File: src/rtl/sram_like_bridge_if.sv
// ---------------------------------------------------------------------------
// sram_like_bridge_if
// Groups the CPU-side SRAM signals and the sram-like bus signals handled by
// sram_like_bridge.
//   CPU side : sram_en, sram_wen, sram_addr, sram_wdata -> bridge
//              sram_rdata, stall                        <- bridge
//   Bus side : req, wr, size, addr, wdata               <- bridge
//              addr_ok, data_ok, rdata                  -> bridge
// modport master : the bridge's view (drives the bus, answers the CPU)
// modport slave  : the environment's view (CPU plus sram-like target)
// ---------------------------------------------------------------------------
interface sram_like_bridge_if #(
    parameter int unsigned ADDR_W = 32
);
    // CPU side
    logic              sram_en;
    logic [3:0]        sram_wen;
    logic [ADDR_W-1:0] sram_addr;
    logic [31:0]       sram_wdata;
    logic [31:0]       sram_rdata;
    logic              stall;
    // sram-like side
    logic              req;
    logic              wr;
    logic [1:0]        size;
    logic [ADDR_W-1:0] addr;
    logic [31:0]       wdata;
    logic              addr_ok;
    logic              data_ok;
    logic [31:0]       rdata;

    modport master (
        input  sram_en, sram_wen, sram_addr, sram_wdata,
        input  addr_ok, data_ok, rdata,
        output sram_rdata, stall,
        output req, wr, size, addr, wdata
    );

    modport slave (
        output sram_en, sram_wen, sram_addr, sram_wdata,
        output addr_ok, data_ok, rdata,
        input  sram_rdata, stall,
        input  req, wr, size, addr, wdata
    );
endinterface

File: src/rtl/sram_like_bridge.sv
// ---------------------------------------------------------------------------
// sram_like_bridge
// Converts a CPU SRAM-style access (en/wen/addr/wdata) into a split
// address/data sram-like transaction and stalls the CPU until it completes.
// Ports:
//   clk           : sole clock, rising edge
//   rst           : synchronous active-high reset
//   bus           : sram_like_bridge_if.master (CPU side + sram-like side)
//   longest_stall : global pipeline stall, holds the DONE state
//   timeout_err   : sticky watchdog flag, set after TIMEOUT WAIT cycles
// Parameters:
//   ADDR_W    : address width of both sides
//   TIMEOUT   : WAIT cycles before timeout_err sets, 0 disables the watchdog
//   RDATA_RST : reset value of the read-data hold register
// ---------------------------------------------------------------------------
module sram_like_bridge #(
    parameter int unsigned ADDR_W    = 32,
    parameter int unsigned TIMEOUT   = 255,
    parameter logic [31:0] RDATA_RST = 32'h0
) (
    input  logic                clk,
    input  logic                rst,
    sram_like_bridge_if.master  bus,
    input  logic                longest_stall,
    output logic                timeout_err
);

    localparam int unsigned CNT_W = (TIMEOUT > 1) ? $clog2(TIMEOUT + 1) : 1;
    localparam logic [CNT_W-1:0] CNT_MAX = CNT_W'(TIMEOUT);

    typedef enum logic [1:0] {
        S_IDLE,
        S_WAIT,
        S_DONE
    } state_e;

    state_e           state_q, state_d;
    logic [31:0]      rdata_q, rdata_d;
    logic             wr_q, wr_d;     // direction of the transaction in flight
    logic [CNT_W-1:0] cnt_q, cnt_d;
    logic             err_q, err_d;

    logic             wr_c;
    logic [1:0]       size_c;
    logic [1:0]       lo_c;
    logic             req_c;

    // Byte-enable decode: size and low address bits for the bus.
    always_comb begin
        wr_c   = |bus.sram_wen;
        size_c = 2'd2;
        lo_c   = 2'b00;
        if (!wr_c) begin
            lo_c = bus.sram_addr[1:0];
        end else begin
            case (bus.sram_wen)
                4'b0011: begin size_c = 2'd1; lo_c = 2'b00; end
                4'b1100: begin size_c = 2'd1; lo_c = 2'b10; end
                4'b0001: begin size_c = 2'd0; lo_c = 2'b00; end
                4'b0010: begin size_c = 2'd0; lo_c = 2'b01; end
                4'b0100: begin size_c = 2'd0; lo_c = 2'b10; end
                4'b1000: begin size_c = 2'd0; lo_c = 2'b11; end
                default: begin size_c = 2'd2; lo_c = 2'b00; end
            endcase
        end
    end

    assign req_c = (state_q == S_IDLE) && bus.sram_en;

    always_comb begin
        state_d = state_q;
        rdata_d = rdata_q;
        wr_d    = wr_q;
        cnt_d   = cnt_q;
        err_d   = err_q;
        case (state_q)
            S_IDLE: begin
                // data_ok without an accepted address is ignored here.
                if (req_c && bus.addr_ok) begin
                    wr_d = wr_c;
                    if (bus.data_ok) begin
                        state_d = S_DONE;
                        if (!wr_c) rdata_d = bus.rdata;
                    end else begin
                        state_d = S_WAIT;
                        cnt_d   = '0;
                    end
                end
            end
            S_WAIT: begin
                cnt_d = (cnt_q == CNT_MAX) ? cnt_q : cnt_q + 1'b1;
                if ((TIMEOUT != 0) && (cnt_d == CNT_MAX)) err_d = 1'b1;
                if (bus.data_ok) begin
                    state_d = S_DONE;
                    if (!wr_q) rdata_d = bus.rdata;
                end
            end
            S_DONE: begin
                if (!longest_stall) state_d = S_IDLE;
            end
            default: state_d = S_IDLE;
        endcase
    end

    always_ff @(posedge clk) begin
        if (rst) begin
            state_q <= S_IDLE;
            rdata_q <= RDATA_RST;
            wr_q    <= 1'b0;
            cnt_q   <= '0;
            err_q   <= 1'b0;
        end else begin
            state_q <= state_d;
            rdata_q <= rdata_d;
            wr_q    <= wr_d;
            cnt_q   <= cnt_d;
            err_q   <= err_d;
        end
    end

    assign bus.req        = req_c;
    assign bus.wr         = wr_c;
    assign bus.size       = size_c;
    assign bus.addr       = {bus.sram_addr[ADDR_W-1:2], lo_c};
    assign bus.wdata      = bus.sram_wdata;
    assign bus.stall      = bus.sram_en && (state_q != S_DONE);
    assign bus.sram_rdata = rdata_q;
    assign timeout_err    = err_q;

endmodule
File: src/flat_wrapper.sv
// flat-port wrapper written by rule: the top's interface ports become plain ports
module sram_like_bridge_flat 
#(
    parameter int unsigned ADDR_W    = 32,
    parameter int unsigned TIMEOUT   = 255,
    parameter logic [31:0] RDATA_RST = 32'h0
)
  (clk, rst, longest_stall, timeout_err, bus_sram_en, bus_sram_wen, bus_sram_addr, bus_sram_wdata, bus_addr_ok, bus_data_ok, bus_rdata, bus_sram_rdata, bus_stall, bus_req, bus_wr, bus_size, bus_addr, bus_wdata);
  sram_like_bridge_if #(.ADDR_W(ADDR_W)) bus_i ();
  input  logic clk;
  input  logic rst;
  input  logic longest_stall;
  output logic timeout_err;
  input wire logic [$bits(bus_i.sram_en)-1:0] bus_sram_en;
  input wire logic [$bits(bus_i.sram_wen)-1:0] bus_sram_wen;
  input wire logic [$bits(bus_i.sram_addr)-1:0] bus_sram_addr;
  input wire logic [$bits(bus_i.sram_wdata)-1:0] bus_sram_wdata;
  input wire logic [$bits(bus_i.addr_ok)-1:0] bus_addr_ok;
  input wire logic [$bits(bus_i.data_ok)-1:0] bus_data_ok;
  input wire logic [$bits(bus_i.rdata)-1:0] bus_rdata;
  output wire logic [$bits(bus_i.sram_rdata)-1:0] bus_sram_rdata;
  output wire logic [$bits(bus_i.stall)-1:0] bus_stall;
  output wire logic [$bits(bus_i.req)-1:0] bus_req;
  output wire logic [$bits(bus_i.wr)-1:0] bus_wr;
  output wire logic [$bits(bus_i.size)-1:0] bus_size;
  output wire logic [$bits(bus_i.addr)-1:0] bus_addr;
  output wire logic [$bits(bus_i.wdata)-1:0] bus_wdata;
  assign bus_i.sram_en = bus_sram_en;
  assign bus_i.sram_wen = bus_sram_wen;
  assign bus_i.sram_addr = bus_sram_addr;
  assign bus_i.sram_wdata = bus_sram_wdata;
  assign bus_i.addr_ok = bus_addr_ok;
  assign bus_i.data_ok = bus_data_ok;
  assign bus_i.rdata = bus_rdata;
  assign bus_sram_rdata = bus_i.sram_rdata;
  assign bus_stall = bus_i.stall;
  assign bus_req = bus_i.req;
  assign bus_wr = bus_i.wr;
  assign bus_size = bus_i.size;
  assign bus_addr = bus_i.addr;
  assign bus_wdata = bus_i.wdata;
  sram_like_bridge #(.ADDR_W(ADDR_W), .TIMEOUT(TIMEOUT), .RDATA_RST(RDATA_RST)) u_core (.clk(clk), .rst(rst), .bus(bus_i), .longest_stall(longest_stall), .timeout_err(timeout_err));
endmodule
File: config.mk
export PLATFORM = sky130hd
export DESIGN_NAME = sram_like_bridge_flat
export DESIGN_NICKNAME = d
export VERILOG_FILES = /design/src/rtl/sram_like_bridge_if.sv /design/src/rtl/sram_like_bridge.sv /design/src/flat_wrapper.sv
export SDC_FILE = /design/constraint.sdc
export NUM_CORES = 1
export LEC_CHECK = 0
export CAP_MARGIN = 20
export CORE_ASPECT_RATIO = 0.7
export CORE_MARGIN = 8
export CORE_UTILIZATION = 29
export CTS_CLUSTER_DIAMETER = 100
export CTS_CLUSTER_SIZE = 8
export DETAILED_ROUTE_END_ITERATION = 10
export PLACE_DENSITY = 0.83
export SLEW_MARGIN = 20
export SYNTH_ARGS = -nofsm -noshare
export SYNTH_HDL_FRONTEND = slang
export SYNTH_SLANG_ARGS = --single-unit
File: constraint.sdc
create_clock -name clk -period 1.6 [get_ports clk]
set_input_delay 0.32 -clock clk [delete_from_list [all_inputs] [get_ports clk]]
set_output_delay 0.32 -clock clk [all_outputs]
set_load 0.03 [all_outputs]
# After elaboration in Yosys (flattened, before gate mapping)
# Index checks and enable logic that the tools add are counted.
# op_classes
shift,0
div_mod_pow,0
n_reduce_logical,14
n_mux,19
n_lt_le_gt_ge,0
multipliers,0
n_eq_ne,18
bitwise_logic,0
n_addsub,1
# op_table
op,count
2-to-1 mux 32 bit,5
case mux 32 bit (2 select lines),1
2-to-1 mux 8 bit,3
"equality test 8 bit, second input constant",2
"inequality test 2 bit, second input constant",8
case mux 8 bit (2 select lines),1
2-to-1 mux 2 bit,6
case mux 2 bit (3 select lines),2
"adder 8 x 1 -> 8 bit, second input constant",1
"equality test 4 x 2 -> 1 bit, second input constant",2
"equality test 4 bit, second input constant",2
OR reduction 4 bit,2
AND reduction 3 bit,2
AND reduction 6 bit,1
"equality test 4 x 1 -> 1 bit, second input constant",1
"equality test 4 x 3 -> 1 bit, second input constant",1
case mux 2 bit (2 select lines),1
AND reduction 2 bit,2
OR reduction 2 bit,2
logical AND 1 bit,3
"equality test 2 x 1 -> 1 bit, second input constant",1
"equality test 2 bit, second input constant",1
logical NOT 2 bit,1
nonzero test 2 bit,1
# word_totals
mem_count,0
input_bits,106
out_inout_bits,102
elab_cells,57
latch_bits,0
ram_bits,0
reg_bits,44
mem_bits_ro,0

# Logic depth before layout (Yosys ltp)
# depth
ltp_word,5
depth_mapped,7
depth_no_buf,6

# Least setup slack after synthesis
# No wires, ideal clock.
# synth_timing
kind,input to output
start,in bus_sram_wen[3]
end,out bus_addr[0]
cell_stages,2
path_slack_ns,-0.640
required_ns,1.280
n_path_buf,0
t_arrival_ns,1.920
path_cell_list,nor3_1 a2111oi_0
# synth_between
elab_chain_cells,4
word_cells_on_any_way,8
classes_between,4 x eq/ne; 2 x mux; 2 x reduce/logical
# synth_lines
item,line_no,source
"start, declared",flat_wrapper.sv:15,input wire logic [$bits(bus_i.sram_wen)-1:0] bus_sram_wen;
equality test 4 bit or equality test 4 x 3 -> 1 bit (tied branches),sram_like_bridge.sv:56,case (bus.sram_wen)
OR reduction 2 bit (no source line),n/a,
case mux 2 bit (3 select lines),sram_like_bridge.sv:56,
2-to-1 mux 2 bit *,sram_like_bridge.sv:53,if (!wr_c) begin
"end, declared",flat_wrapper.sv:26,output wire logic [$bits(bus_i.addr)-1:0] bus_addr;
# Every way passes the cells marked *; elsewhere a longest branch is shown, timed or not.

# Final worst setup path
# layout_timing
start,in bus_sram_wen[0]
end,"reg u_core.rdata_q[21], in the netlist u_core.bus.sram_rdata[21]"
# layout_between
elab_chain_cells,3
# layout_lines
item,line_no,source
OR reduction 4 bit,sram_like_bridge.sv:50,wr_c = |bus.sram_wen;
inequality test 2 bit (no source line),n/a,
AND reduction 6 bit (no source line),n/a,
"end signal, assigned",sram_like_bridge.sv:114,rdata_q <= rdata_d;
"end, declared",sram_like_bridge.sv:38,"logic [31:0] rdata_q, rdata_d;"
# Every way passes these cells.
# A chain may end at the register's enable or synchronous reset.

==> flow_summary.yaml <==
run_status:
  status: "complete, no violations"
global_route:
  grt_max_degree: 33
  grt_pass1_vias: 2212
  grt_usage: 0.117
  grt_antenna_before_repair: 0
  gr-total-overflow: 0
  grt_pass1_wl_microns: 11300
final_layout:
  layout-drive-gt1-share: 0.355
  final_cell_mix: "dfxtp_1, clkdlybuf4s50_1, dlygate4sd2_1"
  antenna_cells: 0
  layout_commonest_cell: "dfxtp_1"
  area_delta_synth_final_pct: 48.1
  final_nets: 461
  fillCellCount: 770
job:
  drv_cap: 0
power:
  power.share.clock: 0.407
  p_int_mw: 1.94
  p_per_area_nw_per_um2: 725
  p_leak_nw: 1.42
  ir_drop_mv: 0.447
  seqPwrFrac: 0.439
  p_switching_mw: 0.632
  p_comb_frac: 0.154
  power.share.switching: 0.246
die:
  core_region_area_sq_um: 7940
  die_x_microns: 125
  rows: 27
  die_h_microns: 92.1
  start_util: 0.302
  dieArea_sq_um: 11500
  boundaryPins: 208
clocking:
  cts_buffers: 5
  cts_tree: "done"
  max-clock-path-buffers: 2
  worstSkewPairLatency_ns: 0.28
  cts.sinks: 44
  hold_buffers: 0
  cts_root_buffer: "clkbuf_16"
  clk_pin_slew_ns: 0.06
  h-tree-depth: 2
yosys:
  ys_warn_count: 0
  async_flop_share: 0
  ys_seq_area_frac: 0.367
  syn_area_sq_um: 2400
  synth_nets: 405
  yosys-top-cells-area: "dfxtp_1, buf_4, nand2_1"
  synth.distinct_cells: 47
  yosys.area.top_type: "dfxtp_1"
  ys_ff_latch: 44
  synth_top_area_share: 0.367
  synth-edff-count: 0
  synth.avg_cell_area_sq_um: 8.05
  syn-instance-count: 298
  synth_flop_cell: "dfxtp_1"
placed_design:
  portBuffers: 83
  preCtsSetupSlack_ns: -0.689
  dpl.hpwl_microns: 4950
  place_congestion: 0.864
timing:
  period_share: 0.992
  fin_skew_ns: 0.00753
  max_freq_mhz: 630
  setup_violations: 0
  slew_violations: 0
  worst_slew_pin_slew_ns: 0.433
  hold_violations: 0
  relSlewSlack: 0.710
  tns_ns: 0
  finalCriticalPeriod_ns: 1.59
  rsz0062_at_grt: "yes"
  worst_slack_ns: 0.0120
  hold-worst-slack_ns: 0.453
routing:
  drt_wl_total_microns: 7420
  wl_met3_microns: 629
  routed.top_layer: "met4"
  first_iter_violations: 204
  drcViolationCount: 0
  drt-met1-wl_microns: 3110
  vias: 2241
  antenna_left: 0
  drt_first_pass_iters: 4
  wire_per_inst_microns: 16.3
  viasPerCell: 4.91
  wl_met2_microns: 3610
setup_path:
  end_kind: "flip-flop"
  worst-setup-path-type: "in2reg"
  path_max_fanout: 6
  worstPathRequired_ns: 1.75
  worstPathArrival_ns: 1.74
  start_kind: "primary input"
min_path:
  hold_class: "reg2reg"
==> worst paths after layout <==
kind	cells past startpoint	from	to	slack, ns
max	8	bus_sram_wen[0]	u_core.bus.sram_rdata[21]	0.01
max reg2reg	6	u_core.cnt_q[1]	u_core.timeout_err	0.05
min	2	u_core.bus.sram_rdata[18]	u_core.bus.sram_rdata[18]	0.45
min reg2reg	2	u_core.bus.sram_rdata[18]	u_core.bus.sram_rdata[18]	0.45
==> stage by stage <==
step | utilization | cells | instance area, sq um | total power, mW
after floorplan | - | 298 | 2420 | 1.59
after global placement | 0.383 | 436 | 3040 | 1.50
after detailed placement | 0.383 | 436 | 3040 | 1.50
after CTS | 0.428 | 455 | 3390 | 2.59
after global routing | 0.448 | 456 | 3550 | 2.68
final | 0.448 | 456 | 3550 | 2.58
==> critical path, stage by stage <==
cell and delay (ns):
buf_6 0.09, or4_4 0.54, nor4_4 0.17, buf_4 0.17
o21ai_4 0.12, buf_12 0.18, nand2_2 0.07, a21oi_1 0.06
==> Yosys cell counts (3+ instances only) <==
master and count:
nand2_1 70, nand3_1 3, nor2_1 10, nor3_1 4, buf_4 64, a21oi_1 37, buf_6 6, inv_1 3
dfxtp_1 44, a31oi_1 7, o21ai_0 6, a311oi_1 3, or3_1 3
==> final cells by class <==
type / instances / area, sq um / share of cell area
repair buffers: 124 / 1200 / 0.337
inverters: 3 / 11.3 / 0.00317
well taps: 101 / 126 / 0.0356
clock inverters: 2 / 15.0 / 0.00423
flip-flops and latches: 44 / 886 / 0.249
clock buffers: 6 / 139 / 0.0391
multi-input cells: 176 / 1180 / 0.332
==> power groups by stage <==
stage	clock network [mW]	registers, mW	logic (mW)
floorplan	0	1.18	0.411
global route	1.13	1.13	0.422
detailed placement	0	1.15	0.353
CTS	1.09	1.13	0.383
finish	1.05	1.13	0.396
global placement	0	1.15	0.348
==> flip-flops by register name (all words and copies together) (netlist names) <==
name,cells
u_core.bus.sram_rdata,32
u_core.cnt_q,8
u_core.timeout_err,1
u_core.state_q,2
u_core.wr_q,1
==> cells by family after synthesis <==
kind of cell | synth area share
adders and majority gates | 0.00521
AOI/OAI and AO/OA | 0.181
and+or+nand+nor | 0.194
DFF | 0.367
buffers and inverters | 0.249
xor gates and xnor gates | 0.00365
==> layer usage <==
metal,vias up,global-route usage
li1,1062,-
met5,-,0
met2,121,0.200
met4,0,0.0320
met3,19,0.0489
met1,1039,0.132
==> what timing repair did <==
action	CTS	global route
gates resized for setup	84	69
setup endpoints to repair	74	37
cloned	5	2
buffers inserted	7	2
pin swaps	9	38
Power figures use the tool's default switching activity.
